## src/rtl/gpio_host_master_pkg.sv

```systemverilog
// Shared definitions for the host-side NPU GPIO link master: bus widths,
// command opcodes, FSM state encoding and the state-to-opcode mapping.
package gpio_host_master_pkg;

   localparam int CMD_W  = 4;
   localparam int DATA_W = 48;
   localparam int RES_W  = 16;

   // Command nibble driven onto the NPU gpio_io_i pins; bit1 of START carries the mode.
   localparam logic [CMD_W-1:0] OP_NOP      = 4'b0000;
   localparam logic [CMD_W-1:0] OP_START_M0 = 4'b0001;
   localparam logic [CMD_W-1:0] OP_START_M1 = 4'b0011;
   localparam logic [CMD_W-1:0] OP_READ     = 4'b0100;

   typedef enum logic [2:0] {
      ST_IDLE  = 3'd0,
      ST_START = 3'd1,
      ST_WAIT  = 3'd2,
      ST_READ  = 3'd3,
      ST_LAT   = 3'd4,
      ST_DRAIN = 3'd5
   } gpio_state_e;

   // Opcode the pins must carry while the FSM sits in a given state.
   function automatic logic [CMD_W-1:0] state_opcode(input gpio_state_e st, input logic mode);
      logic [CMD_W-1:0] op;
      op = OP_NOP;
      case (st)
         ST_START: op = mode ? OP_START_M1 : OP_START_M0;
         ST_READ:  op = OP_READ;
         default:  op = OP_NOP;
      endcase
      return op;
   endfunction

endpackage

```

## src/rtl/gpio_word_unpacker.sv

```systemverilog
// Loads one 48-bit NPU word and serializes it as three 16-bit halfwords
// (r0, r1, r2) on a valid/ready stream. The last flag rides on r2 of a word
// that was loaded with load_last set. word_done pulses when r2 is accepted.
// Handshake: a halfword transfers on a cycle where res_valid and res_ready are
// both high; while res_ready is low the presented halfword and flags hold.
module gpio_word_unpacker
   import gpio_host_master_pkg::*;
(
   input  logic              clk,
   input  logic              rst_n,
   input  logic              load,
   input  logic [DATA_W-1:0] load_data,
   input  logic              load_last,
   output logic              res_valid,
   output logic [RES_W-1:0]  res_data,
   output logic              res_last,
   input  logic              res_ready,
   output logic              word_done
);

   logic [DATA_W-1:0] word_q, word_d;
   logic [1:0]        phase_q, phase_d;
   logic              valid_q, valid_d;
   logic              last_q, last_d;
   logic              fire;

   assign fire = valid_q & res_ready;

   // Next-state: load a fresh word, or advance one halfword per accepted transfer.
   always_comb begin
      word_d  = word_q;
      phase_d = phase_q;
      valid_d = valid_q;
      last_d  = last_q;
      if (load) begin
         word_d  = load_data;
         phase_d = 2'd0;
         valid_d = 1'b1;
         last_d  = load_last;
      end else if (fire) begin
         if (phase_q == 2'd2) begin
            phase_d = 2'd0;
            valid_d = 1'b0;
         end else begin
            phase_d = phase_q + 2'd1;
         end
      end
   end

   // Serializer state registers.
   always_ff @(posedge clk or negedge rst_n) begin
      if (!rst_n) begin
         word_q  <= '0;
         phase_q <= 2'd0;
         valid_q <= 1'b0;
         last_q  <= 1'b0;
      end else begin
         word_q  <= word_d;
         phase_q <= phase_d;
         valid_q <= valid_d;
         last_q  <= last_d;
      end
   end

   // Halfword select for the current phase.
   always_comb begin
      res_data = word_q[15:0];
      case (phase_q)
         2'd1:    res_data = word_q[31:16];
         2'd2:    res_data = word_q[47:32];
         default: res_data = word_q[15:0];
      endcase
   end

   assign res_valid = valid_q;
   assign res_last  = valid_q & last_q & (phase_q == 2'd2);
   assign word_done = fire & (phase_q == 2'd2);

endmodule

```

## src/rtl/gpio_host_master.sv

```systemverilog
// Host-side master of the NPU GPIO link. One request issues START (mode 0/1)
// for CMD_HOLD cycles, waits CAL_WAIT NOP cycles, then NUM_READS times issues
// READ for CMD_HOLD cycles, waits the read latency, captures gpio_data_i and
// streams it out as three halfwords.
// Optional build macro GPIO_HOST_SYNC_EN: gpio_data_i goes through a 2-flop
// synchronizer and the latency phase is stretched by 2 cycles to match.
// Request handshake: a request is taken on a cycle with req_valid and req_ready
// both high; req_valid while busy is dropped, not queued.
module gpio_host_master
   import gpio_host_master_pkg::*;
#(
   parameter int CMD_HOLD  = 4,
   parameter int CAL_WAIT  = 512,
   parameter int RD_LAT    = 2,
   parameter int NUM_READS = 4
) (
   input  logic              sys_clk,
   input  logic              rst_n,
   input  logic              req_valid,
   input  logic              req_mode,
   output logic              req_ready,
   output logic [CMD_W-1:0]  gpio_cmd_o,
   input  logic [DATA_W-1:0] gpio_data_i,
   output logic              res_valid,
   output logic [RES_W-1:0]  res_data,
   output logic              res_last,
   input  logic              res_ready,
   output logic              busy,
   output logic [2:0]        dbg_state
);

`ifdef GPIO_HOST_SYNC_EN
   localparam int LAT_LEN = RD_LAT + 2;
`else
   localparam int LAT_LEN = RD_LAT;
`endif

   localparam int HW_MAX  = (CMD_HOLD > LAT_LEN) ? CMD_HOLD : LAT_LEN;
   localparam int CNT_MAX = (HW_MAX > CAL_WAIT) ? HW_MAX : CAL_WAIT;
   localparam int CNT_W   = $clog2(CNT_MAX + 1);
   localparam int WCNT_W  = $clog2(NUM_READS + 1);

   localparam logic [CNT_W-1:0]  HOLD_LAST = CNT_W'(CMD_HOLD - 1);
   localparam logic [CNT_W-1:0]  WAIT_LAST = CNT_W'(CAL_WAIT - 1);
   localparam logic [CNT_W-1:0]  LAT_LAST  = CNT_W'(LAT_LEN - 1);
   localparam logic [WCNT_W-1:0] WORD_LAST = WCNT_W'(NUM_READS - 1);

   gpio_state_e       state_q, state_d;
   logic [CNT_W-1:0]  cnt_q, cnt_d;
   logic [WCNT_W-1:0] word_cnt_q, word_cnt_d;
   logic              mode_q, mode_d;
   logic [CMD_W-1:0]  cmd_q, cmd_d;
   logic              load;
   logic              load_last;
   logic              word_done;
   logic [DATA_W-1:0] sample_data;

`ifdef GPIO_HOST_SYNC_EN
   logic [DATA_W-1:0] sync1_q, sync1_d;
   logic [DATA_W-1:0] sync2_q, sync2_d;

   // Synchronizer stage inputs.
   always_comb begin
      sync1_d = gpio_data_i;
      sync2_d = sync1_q;
   end

   // Two-flop synchronizer on the NPU data bus.
   always_ff @(posedge sys_clk or negedge rst_n) begin
      if (!rst_n) begin
         sync1_q <= '0;
         sync2_q <= '0;
      end else begin
         sync1_q <= sync1_d;
         sync2_q <= sync2_d;
      end
   end

   assign sample_data = sync2_q;
`else
   assign sample_data = gpio_data_i;
`endif

   // Sequencer: next state, phase counters, capture strobe and the next command nibble.
   always_comb begin
      state_d    = state_q;
      cnt_d      = cnt_q;
      word_cnt_d = word_cnt_q;
      mode_d     = mode_q;
      load       = 1'b0;
      load_last  = 1'b0;
      case (state_q)
         ST_IDLE: begin
            if (req_valid) begin
               mode_d     = req_mode;
               word_cnt_d = '0;
               cnt_d      = '0;
               state_d    = ST_START;
            end
         end
         ST_START: begin
            if (cnt_q == HOLD_LAST) begin
               cnt_d   = '0;
               state_d = ST_WAIT;
            end else begin
               cnt_d = cnt_q + CNT_W'(1);
            end
         end
         ST_WAIT: begin
            if (cnt_q == WAIT_LAST) begin
               cnt_d   = '0;
               state_d = ST_READ;
            end else begin
               cnt_d = cnt_q + CNT_W'(1);
            end
         end
         ST_READ: begin
            if (cnt_q == HOLD_LAST) begin
               cnt_d   = '0;
               state_d = ST_LAT;
            end else begin
               cnt_d = cnt_q + CNT_W'(1);
            end
         end
         ST_LAT: begin
            if (cnt_q == LAT_LAST) begin
               // Capture happens on the edge that closes the last latency cycle.
               cnt_d     = '0;
               load      = 1'b1;
               load_last = (word_cnt_q == WORD_LAST);
               state_d   = ST_DRAIN;
            end else begin
               cnt_d = cnt_q + CNT_W'(1);
            end
         end
         ST_DRAIN: begin
            if (word_done) begin
               word_cnt_d = word_cnt_q + WCNT_W'(1);
               state_d    = (word_cnt_q == WORD_LAST) ? ST_IDLE : ST_READ;
            end
         end
         default: begin
            state_d = ST_IDLE;
            cnt_d   = '0;
         end
      endcase
      // The pin register follows the state being entered, so the opcode is
      // aligned with the state and can only change on phase boundaries.
      cmd_d = state_opcode(state_d, mode_d);
   end

   // Sequencer and command pin registers.
   always_ff @(posedge sys_clk or negedge rst_n) begin
      if (!rst_n) begin
         state_q    <= ST_IDLE;
         cnt_q      <= '0;
         word_cnt_q <= '0;
         mode_q     <= 1'b0;
         cmd_q      <= OP_NOP;
      end else begin
         state_q    <= state_d;
         cnt_q      <= cnt_d;
         word_cnt_q <= word_cnt_d;
         mode_q     <= mode_d;
         cmd_q      <= cmd_d;
      end
   end

   gpio_word_unpacker u_unpacker (
      .clk       (sys_clk),
      .rst_n     (rst_n),
      .load      (load),
      .load_data (sample_data),
      .load_last (load_last),
      .res_valid (res_valid),
      .res_data  (res_data),
      .res_last  (res_last),
      .res_ready (res_ready),
      .word_done (word_done)
   );

   assign gpio_cmd_o = cmd_q;
   assign req_ready  = (state_q == ST_IDLE);
   assign busy       = (state_q != ST_IDLE);
   assign dbg_state  = state_q;

endmodule
```

## config.mk

```make
export PLATFORM = sky130hd
export DESIGN_NAME = gpio_host_master
export DESIGN_NICKNAME = d
export VERILOG_FILES = /design/src/rtl/gpio_host_master_pkg.sv /design/src/rtl/gpio_word_unpacker.sv /design/src/rtl/gpio_host_master.sv
export SDC_FILE = /design/constraint.sdc
export NUM_CORES = 1
export LEC_CHECK = 0
export CAP_MARGIN = 30
export CORE_MARGIN = 2
export CORE_UTILIZATION = 50
export DETAILED_ROUTE_END_ITERATION = 12
export GPL_ROUTABILITY_DRIVEN = 0
export PLACE_DENSITY = 0.88
export SETUP_SLACK_MARGIN = 0.3
export SYNTH_ARGS = -nofsm -noshare
export SYNTH_HDL_FRONTEND = slang
export SYNTH_SLANG_ARGS = --single-unit
```

## constraint.sdc

```tcl
create_clock -name sys_clk -period 2.5 [get_ports sys_clk]
set_clock_uncertainty 0.05 [all_clocks]
set_input_delay 0.375 -clock sys_clk [delete_from_list [all_inputs] [get_ports sys_clk]]
set_output_delay 0.375 -clock sys_clk [all_outputs]
set_load 0.1 [all_outputs]
```

# Word-level counts from Yosys, hierarchy flattened
# Index checks and enable logic that the tools add are counted.
# op_classes
add_sub_neg,3
n_eq_ne,15
muxes,31
bitwise,5
n_reduce_logical,9
# ops
operator,count
$pmux W10 S5,1
$mux W10,4
$pmux W16 S2,1
$mux W3,8
$pmux W3 S6,1
$eq A3 B2 Y1 const B,4
$pmux W3 S2,2
$add A10 B1 Y10 const B,1
$eq A10 B1 Y1 const B,1
$eq A10 B2 Y1 const B,1
$eq A10 B9 Y1 const B,1
$mux W2,5
$mux W1,9
$eq A3 B1 Y1 const B,2
$eq A3 B3 Y1 const B,2
$reduce_bool A2 Y1,3
$and A1 B1 Y1,4
$reduce_and A2 Y1,2
$add A3 B1 Y3 const B,1
$logic_not A3 Y1,1
$reduce_and A3 Y1,1
$reduce_bool A3 Y1,1
$add A2 B1 Y2 const B,1
$eq A2 B1 Y1 const B,1
other kinds (5),5
# word_totals
register_bits,73
input_bits,53
word_cells,72

# Longest topological paths before layout
# Gate-level depths: netlist of the first run.
# depth
ltp_word,6
mapped_depth,7

# Hierarchy
# From an unflattened synthesis of the first run, not the netlist that was laid out.
# unflattened
hier_cells,319
area_unflattened_um2,3809.9
# by_module_without_submodules
module,n_inst,cells_per_inst,area_per_inst_um2,seq_area_each_um2
gpio_word_unpacker,1,178,2560.0,1301.2
gpio_host_master,1,141,1249.9,500.5

# Worst setup path before layout of the first run
# OpenSTA, ideal clock, no wires.
# synth_path
path_kind,register -> output
startpoint,register state_q[1] (netlist: dbg_state[1])
endpoint,output port busy
t_arrival_ns,4.606
t_required_ns,2.075
slack_ns,-2.531
path_stages_with_launch,4
cell_sequence,dfrtp_1 -> clkbuf_1 -> nor3_1 -> inv_1
# synth_between
elab_chain_cells,1
# synth_lines
element,line,text
"start, declared",gpio_host_master.sv:48,"gpio_state_e state_q, state_d;"
"start signal, assigned",gpio_host_master.sv:161,state_q <= state_d;
$reduce_bool A3 Y1,gpio_host_master.sv:184,assign busy = (state_q != ST_IDLE);
"end, declared",gpio_host_master.sv:28,"output logic busy,"
# No other way between the ends.

# Worst setup path in the final report of the first run
# layout_path
startpoint,register u_unpacker.phase_q[1]
endpoint,output port res_data[8]
# layout_between
elab_chain_cells,2
word_cells_on_any_way,3
classes_between,2 x eq/ne; 1 x mux
# layout_lines
element,line,text
"start, declared",gpio_word_unpacker.sv:22,"logic [1:0] phase_q, phase_d;"
"start signal, assigned",gpio_word_unpacker.sv:59,phase_q <= phase_d;
$eq A2 B2 Y1 or $eq A2 B1 Y1 (tied branches),gpio_word_unpacker.sv:68,case (phase_q)
$pmux W16 S2 (*),gpio_word_unpacker.sv:68,
"end, declared",gpio_host_master.sv:25,"output logic [RES_W-1:0] res_data,"
# Mark *: on every way between the ends. The rest lies on a longest branch, timed or not.

==> results of run 1 <==
-- layout by cell type (no fill, tap or decap), drive strengths merged, types with 3 or more instances in the layout --
master and instances:
clkbuf 11, nor2 21, nor4 3, clkdlybuf4s50 51
nor3b 5, o21ai 7, a22oi 16, nand3 9
dfrtp 72, buf 42, nor3 6, a22o 3
inv 7, and3 3, mux2 50, nand2 17
mux2i 3, a21oi 18, or2 3, nand4 5
ha 8, a221o 4, clkinv 3, o31ai 5
-- sequential cells by signal, indices dropped and copies added (netlist names) --
| signal | cells |
|---|---|
| cnt_q | 10 |
| dbg_state | 3 |
| gpio_cmd_o | 3 |
| mode_q | 1 |
| u_unpacker.last_q | 1 |
| u_unpacker.phase_q | 2 |
| u_unpacker.res_valid | 1 |
| u_unpacker.word_q | 48 |
| word_cnt_q | 3 |
-- repair_timing --
action / 4_1_cts / 5_1_grt
pin swaps: 8 / 2
setup endpoints to repair: 16 / 42
cloned: 2 / 1
buffers inserted: 5 / 1
resized for setup: 26 / 8
-- synthesized netlist by cell type, types with 2 or more instances --
cell type | count | area (µm²)
o21ai_0 | 7 | 35.0
mux2i_1 | 3 | 30.0
or3_1 | 2 | 12.5
nor2_1 | 21 | 78.8
nor2b_1 | 2 | 12.5
mux2_1 | 45 | 507
a221o_1 | 4 | 40.0
a311oi_1 | 2 | 17.5
nand2_1 | 17 | 63.8
a21oi_1 | 17 | 85.1
and3_1 | 3 | 18.8
nor3_1 | 6 | 30.0
inv_1 | 8 | 30.0
mux2_2 | 5 | 56.3
clkbuf_1 | 10 | 37.5
nand3_1 | 7 | 35.0
o2bb2ai_1 | 2 | 17.5
buf_2 | 7 | 35.0
a22oi_1 | 16 | 120
a21boi_0 | 2 | 15.0
or2_2 | 3 | 18.8
a22o_1 | 3 | 26.3
nand4_1 | 4 | 25.0
nor3b_1 | 5 | 37.5
nor4_4 | 2 | 42.5
dfrtp_1 | 72 | 1800
ha_1 | 8 | 100
o31ai_1 | 4 | 30.0
nand3_2 | 2 | 20.0
-- layer usage --
layer | up-vias | wire length [µm] | share of wire | track usage
li1 | 1310 | - | - | -
met1 | 1513 | 4400 | 0.38 | 0.353
met2 | 169 | 5920 | 0.52 | 0.518
met3 | 24 | 887 | 0.077 | 0.0971
met4 | 0 | 266 | 0.023 | 0.120
met5 | - | 0 | 0 | 0
-- through the flow --
stage / area (µm²) / worst slack (ns) / hold WS (ns)
after floorplan: 3770 / -0.457 / 0.0294
after global placement: 4800 / 0.419 / 0.399
after detailed placement: 4800 / 0.365 / 0.409
after CTS: 5230 / 0.267 / 0.0382
after global routing: 5290 / 0.118 / 0.0732
final: 5290 / 0.156 / 0.0231
-- critical path, stage by stage, from the launching register on --
cell and delay [ns]:
dfrtp_1 0.40, inv_2 0.09, ha_4 0.20, buf_8 0.15
a22oi_1 0.38, a21oi_4 0.12, buf_12 0.19
-- area by class of cell --
class / count / area [µm²]
multi-input combinational: 210 / 1960
sequential: 72 / 1810
fill: 373 / 1540
timing repair buffer: 94 / 1150
clock buffer: 10 / 128
tap: 96 / 120
clock inverter: 6 / 93.8
inverter: 8 / 33.8
-- worst max-delay path by stage --
stage / endpoint / slack (ns) / cells past startpoint
floorplan: busy / -0.46 / 3
global placement: cnt_q[8]$_DFFE_PN0P_ / 0.42 / 5
detailed placement: cnt_q[8]$_DFFE_PN0P_ / 0.37 / 5
CTS: res_data[9] / 0.27 / 6
global route: res_data[8] / 0.12 / 6
finish: res_data[8] / 0.16 / 6
-- logic make-up (layout without fill, tap and decap cells) --
group	Yosys count	after routing	share of synthesized area
adders and majority gates	8	8	0.0283
DFF	72	72	0.509
muxes	53	53	0.168
AOI/OAI and AO/OA	67	67	0.134
buffers and inverters	26	118	0.0311
other	1	1	0.00106
and+or+nand+nor	81	81	0.128
==> run metrics, run 1 <==
worst hold path class=in -> async; TNS Setup=0 ns; Seq/Total Area, Yosys=0.509; EDFF count, synth=0; row cnt=30; Via density=just over 6; WP data arrival=around 1.9 ns; Reg2Reg Depth=4; Die H=between 80 and 90 µm; vias=3016; status=finished, final reports clean; layout cell share with drive strength beyond 1=0.303; Sink Count=72; # IOs=80; r2r endpoint=u_unpacker.word_q[46]$_DFFE_PN0P_; clock latency on the worst-skew pair=0.36 ns; CTS tree=yes; post-synth net total=369; Critical Path Start=u_unpacker.phase_q[1]$_DFFE_PN0P_; full die area=7760 µm²; Total GRT Usage=0.302; Crit Path Max Fanout=8; Worst slew margin=0.500; WL final=11500 µm; MaxCap Viol Count=0; crit path time final=2.34 ns; placed cells=~470; first-pass GRT wire length=~17000 µm; Tightest Pin Transition=0.750 ns; Final period util=0.938; largest net degree at the start of global routing=55; post-synthesis register bit count=72; Core Area=6830 µm²; Wirelength per Cell=23.1 µm; 1st-pass router iterations=5; Die W=just under 90 µm; DPL Wire Length=approximately 6200 µm; Most used DFF post-synth=dfrtp_1; setup violators final=0; r2r startpoint=cnt_q[6]$_DFFE_PN0P_; clk slew on worst S/H paths=approximately 0.080 ns; DR iter-0 viols=200; # H-tree levels=3; diode count=0; Setup Crit Path Kind=reg -> out; initial antenna violation count=0; fraction of registers with async set/reset=1.00; unrepaired setup endpoints after global routing=true; CP endpoint kind=output pin; cell area after synthesis=3540 µm²; antenna viol nets, final=0; Hold-fix buffers, CTS=0; drc violations=0; Area growth, synth to finish=49.6%; Worst EP required=2.08 ns; GRT overflow=0; Final Util=0.775; Root Buffer=clkbuf_8; Hold Vio Cnt, Final=0; Port Buffers=78; mean post-synth cell area=about 11 µm²; Final Max Tran Viols=0; Nets=about 460; reg2reg setup slack=0.41 ns; Worst setup SP type=flop; Clock Tree Buf Depth=2; fmax=between 0.4 and 0.5 GHz; YS warnings=0; final cell count without fillers=496; Synth cell types=48; number of global-route vias before repair=3213; total CTS buffers=9; initial cell density of the core=0.518; Mapped Cells=about 300
Power of run 1 is left out: the tool's default activity adds up to more than one toggle a clock period on the data nets, which glitch-free logic cannot reach.
==> inputs of run 2 (changes only) <==
--- a/config.mk
+++ b/config.mk
@@ -10,6 +10,7 @@
 export CORE_UTILIZATION = 50
 export DETAILED_ROUTE_END_ITERATION = 12
 export GPL_ROUTABILITY_DRIVEN = 0
+export HOLD_SLACK_MARGIN = 0.1
 export PLACE_DENSITY = 0.88
 export SETUP_SLACK_MARGIN = 0.3
 export SYNTH_ARGS = -nofsm -noshare
==> run 2 against run 1 <==
Compared with the run above:
- utilization grew 0.15 points
- critical endpoint unchanged
- sequential cell count is the same
- critical path depth is the same
- highest routed layer unchanged
- non-clock buffer count grew 1
- first-iteration DRC count shrank 8.5%
- die area is the same
- design area grew 0.19%
==> run metrics, run 2 (same netlist as run 1, synthesis figures left out) <==
Via density=6.03 (was 6.08); Final Util=0.776 (was 0.775); row cnt=30 (unchanged); biggest regs=u_unpacker.word_q: 48 flops, cnt_q: 10 flops (unchanged); Die W=88.1 µm (unchanged); Tightest Pin Transition=0.766 ns (was 0.750 ns); Area growth, synth to finish=49.9% (was 49.6%); Area after DPL=4800 µm² (unchanged); Total GRT Usage=0.302 (unchanged); r2r startpoint=cnt_q[6]$_DFFE_PN0P_ (unchanged); number of global-route vias before repair=3213 (unchanged); total CTS buffers=9 (unchanged); r2r endpoint=u_unpacker.word_q[46]$_DFFE_PN0P_ (unchanged); Root Buffer=clkbuf_8 (unchanged); full die area=7760 µm² (unchanged); MaxCap Viol Count=0 (unchanged); setup violators final=0 (unchanged); layout cell share with drive strength beyond 1=0.302 (was 0.303); fmax=0.428 GHz (was 0.427 GHz); Crit Path Max Fanout=8 (unchanged); GRT overflow=0 (unchanged); initial antenna violation count=0 (unchanged); DPL Wire Length=6160 µm (unchanged); worst hold path class=reg -> reg (was in -> async); commonest non-fill, non-tap cell in the layout=dfrtp_1 (unchanged); GRT busiest layer=met2 (unchanged); Final period util=0.935 (was 0.938); CTS tree=yes (unchanged); Core Area=6830 µm² (unchanged); Worst EP required=2.08 ns (about the same); min-delay src=mode_q$_DFF_PN0_; most frequent cells in the layout=dfrtp_1 (68), clkdlybuf4s50_1 (51), mux2_1 (45), buf_12 (20) (unchanged); met2 Use GR=0.518 (unchanged); reg2reg setup slack=0.41 ns (about the same); Top reg by flops=u_unpacker.word_q (unchanged); met1 Resource Use GR=0.353 (unchanged); Nets=457 (was 456); Worst setup SP type=flop (unchanged); # H-tree levels=3 (unchanged); Wirelength per Cell=23.1 µm (about the same); Sink Count=72 (unchanged); Largest register FFs=48 (unchanged); crit path time final=2.34 ns (about the same); clk slew on worst S/H paths=0.09 ns (was 0.08 ns); drc violations=0 (unchanged); Worst slew margin=0.489 (was 0.500); WP data arrival=1.91 ns (was 1.92 ns); initial cell density of the core=0.518 (unchanged); unrepaired setup endpoints after global routing=true (unchanged); diode count=0 (unchanged); Die H=88.1 µm (unchanged); CP endpoint kind=output pin (unchanged); Hold Vio Cnt, Final=0 (unchanged); DR iter-0 viols=183 (was 200); Reg2Reg Depth=4 (unchanged); first-pass GRT wire length=17400 µm (unchanged); antenna viol nets, final=0 (unchanged); 1st-pass router iterations=4 (was 5); status=finished, final reports clean (unchanged); Hold Path End=mode_q$_DFF_PN0_; hold path cells=2; Setup Crit Path Kind=reg -> out (unchanged); vias=2999 (was 3016); met3 GRT Util=0.0971 (unchanged); largest net degree at the start of global routing=55 (unchanged); clock latency on the worst-skew pair=0.37 ns (was 0.36 ns); Clock Tree Buf Depth=2 (unchanged); Final Max Tran Viols=0 (unchanged); # IOs=80 (unchanged); Port Buffers=78 (unchanged); final instance area=5300 µm² (was 5290 µm²); WL final=11500 µm (about the same)
run 2: cell types whose count changed in the layout (fill, tap and decap cells not counted):
cell	before	now
dlygate4sd3_1	0	1
run 2: per-layer routing:
layer	routed length, µm	up-vias	part of all wire
met4	246	0	0.021
met1	4430	1518	0.39
met5	0	-	0
met3	824	22	0.072
met2	5990	152	0.52
li1	-	1307	-
run 2: worst max-delay path by stage:
stage | end | slack, ns | startpoint | depth (start not counted)
2_1_floorplan | busy | -0.46 | dbg_state[2]$_DFF_PN0_ | 3
3_3_place_gp | cnt_q[8]$_DFFE_PN0P_ | 0.42 | req_valid | 5
3_5_place_dp | cnt_q[8]$_DFFE_PN0P_ | 0.37 | req_valid | 5
4_1_cts | res_data[9] | 0.27 | u_unpacker.phase_q[0]$_DFFE_PN0P_ | 6
5_1_grt | res_data[8] | 0.12 | u_unpacker.phase_q[1]$_DFFE_PN0P_ | 6
6_report | res_data[8] | 0.16 | u_unpacker.phase_q[1]$_DFFE_PN0P_ | 6
run 2: repair_timing:
| action | CTS | global route |
|---|---|---|
| endpoints found under the hold margin | 29 | 0 |
| gates cloned | 2 | 1 |
| pin swaps | 8 | 2 |
| setup buffers | 5 | 1 |
| setup endpoints to repair | 16 | 42 |
| hold buffers | 1 | 0 |
| gates resized for setup | 26 | 8 |
run 2: per-stage QoR:
step | setup TNS [ns] | std cells | setup WS (ns) | hold slack, ns
final | 0 | 497 | 0.161 | 0.425
after global routing | 0 | 497 | 0.118 | 0.467
after CTS | 0 | 495 | 0.267 | 0.428
after global placement | 0 | 471 | 0.419 | 0.399
after floorplan | -0.457 | 308 | -0.457 | 0.0294
after detailed placement | 0 | 471 | 0.365 | 0.409
run 2: final cells by class:
cell class	count	area, µm²
Tap cell	96	120
Multi-Input combinational cell	210	1960
Inverter	8	33.8
Fill cell	372	1530
Sequential cell	72	1810
Timing Repair Buffer	95	1160
Clock buffer	10	128
Clock inverter	6	93.8
run 2: critical path, stage by stage (launching register included):
cell and delay (ns):
dfrtp_1 0.40, inv_2 0.09, ha_4 0.20, buf_8 0.15
a22oi_1 0.38, a21oi_4 0.12, buf_12 0.19
Power of run 2 is left out for the same reason.
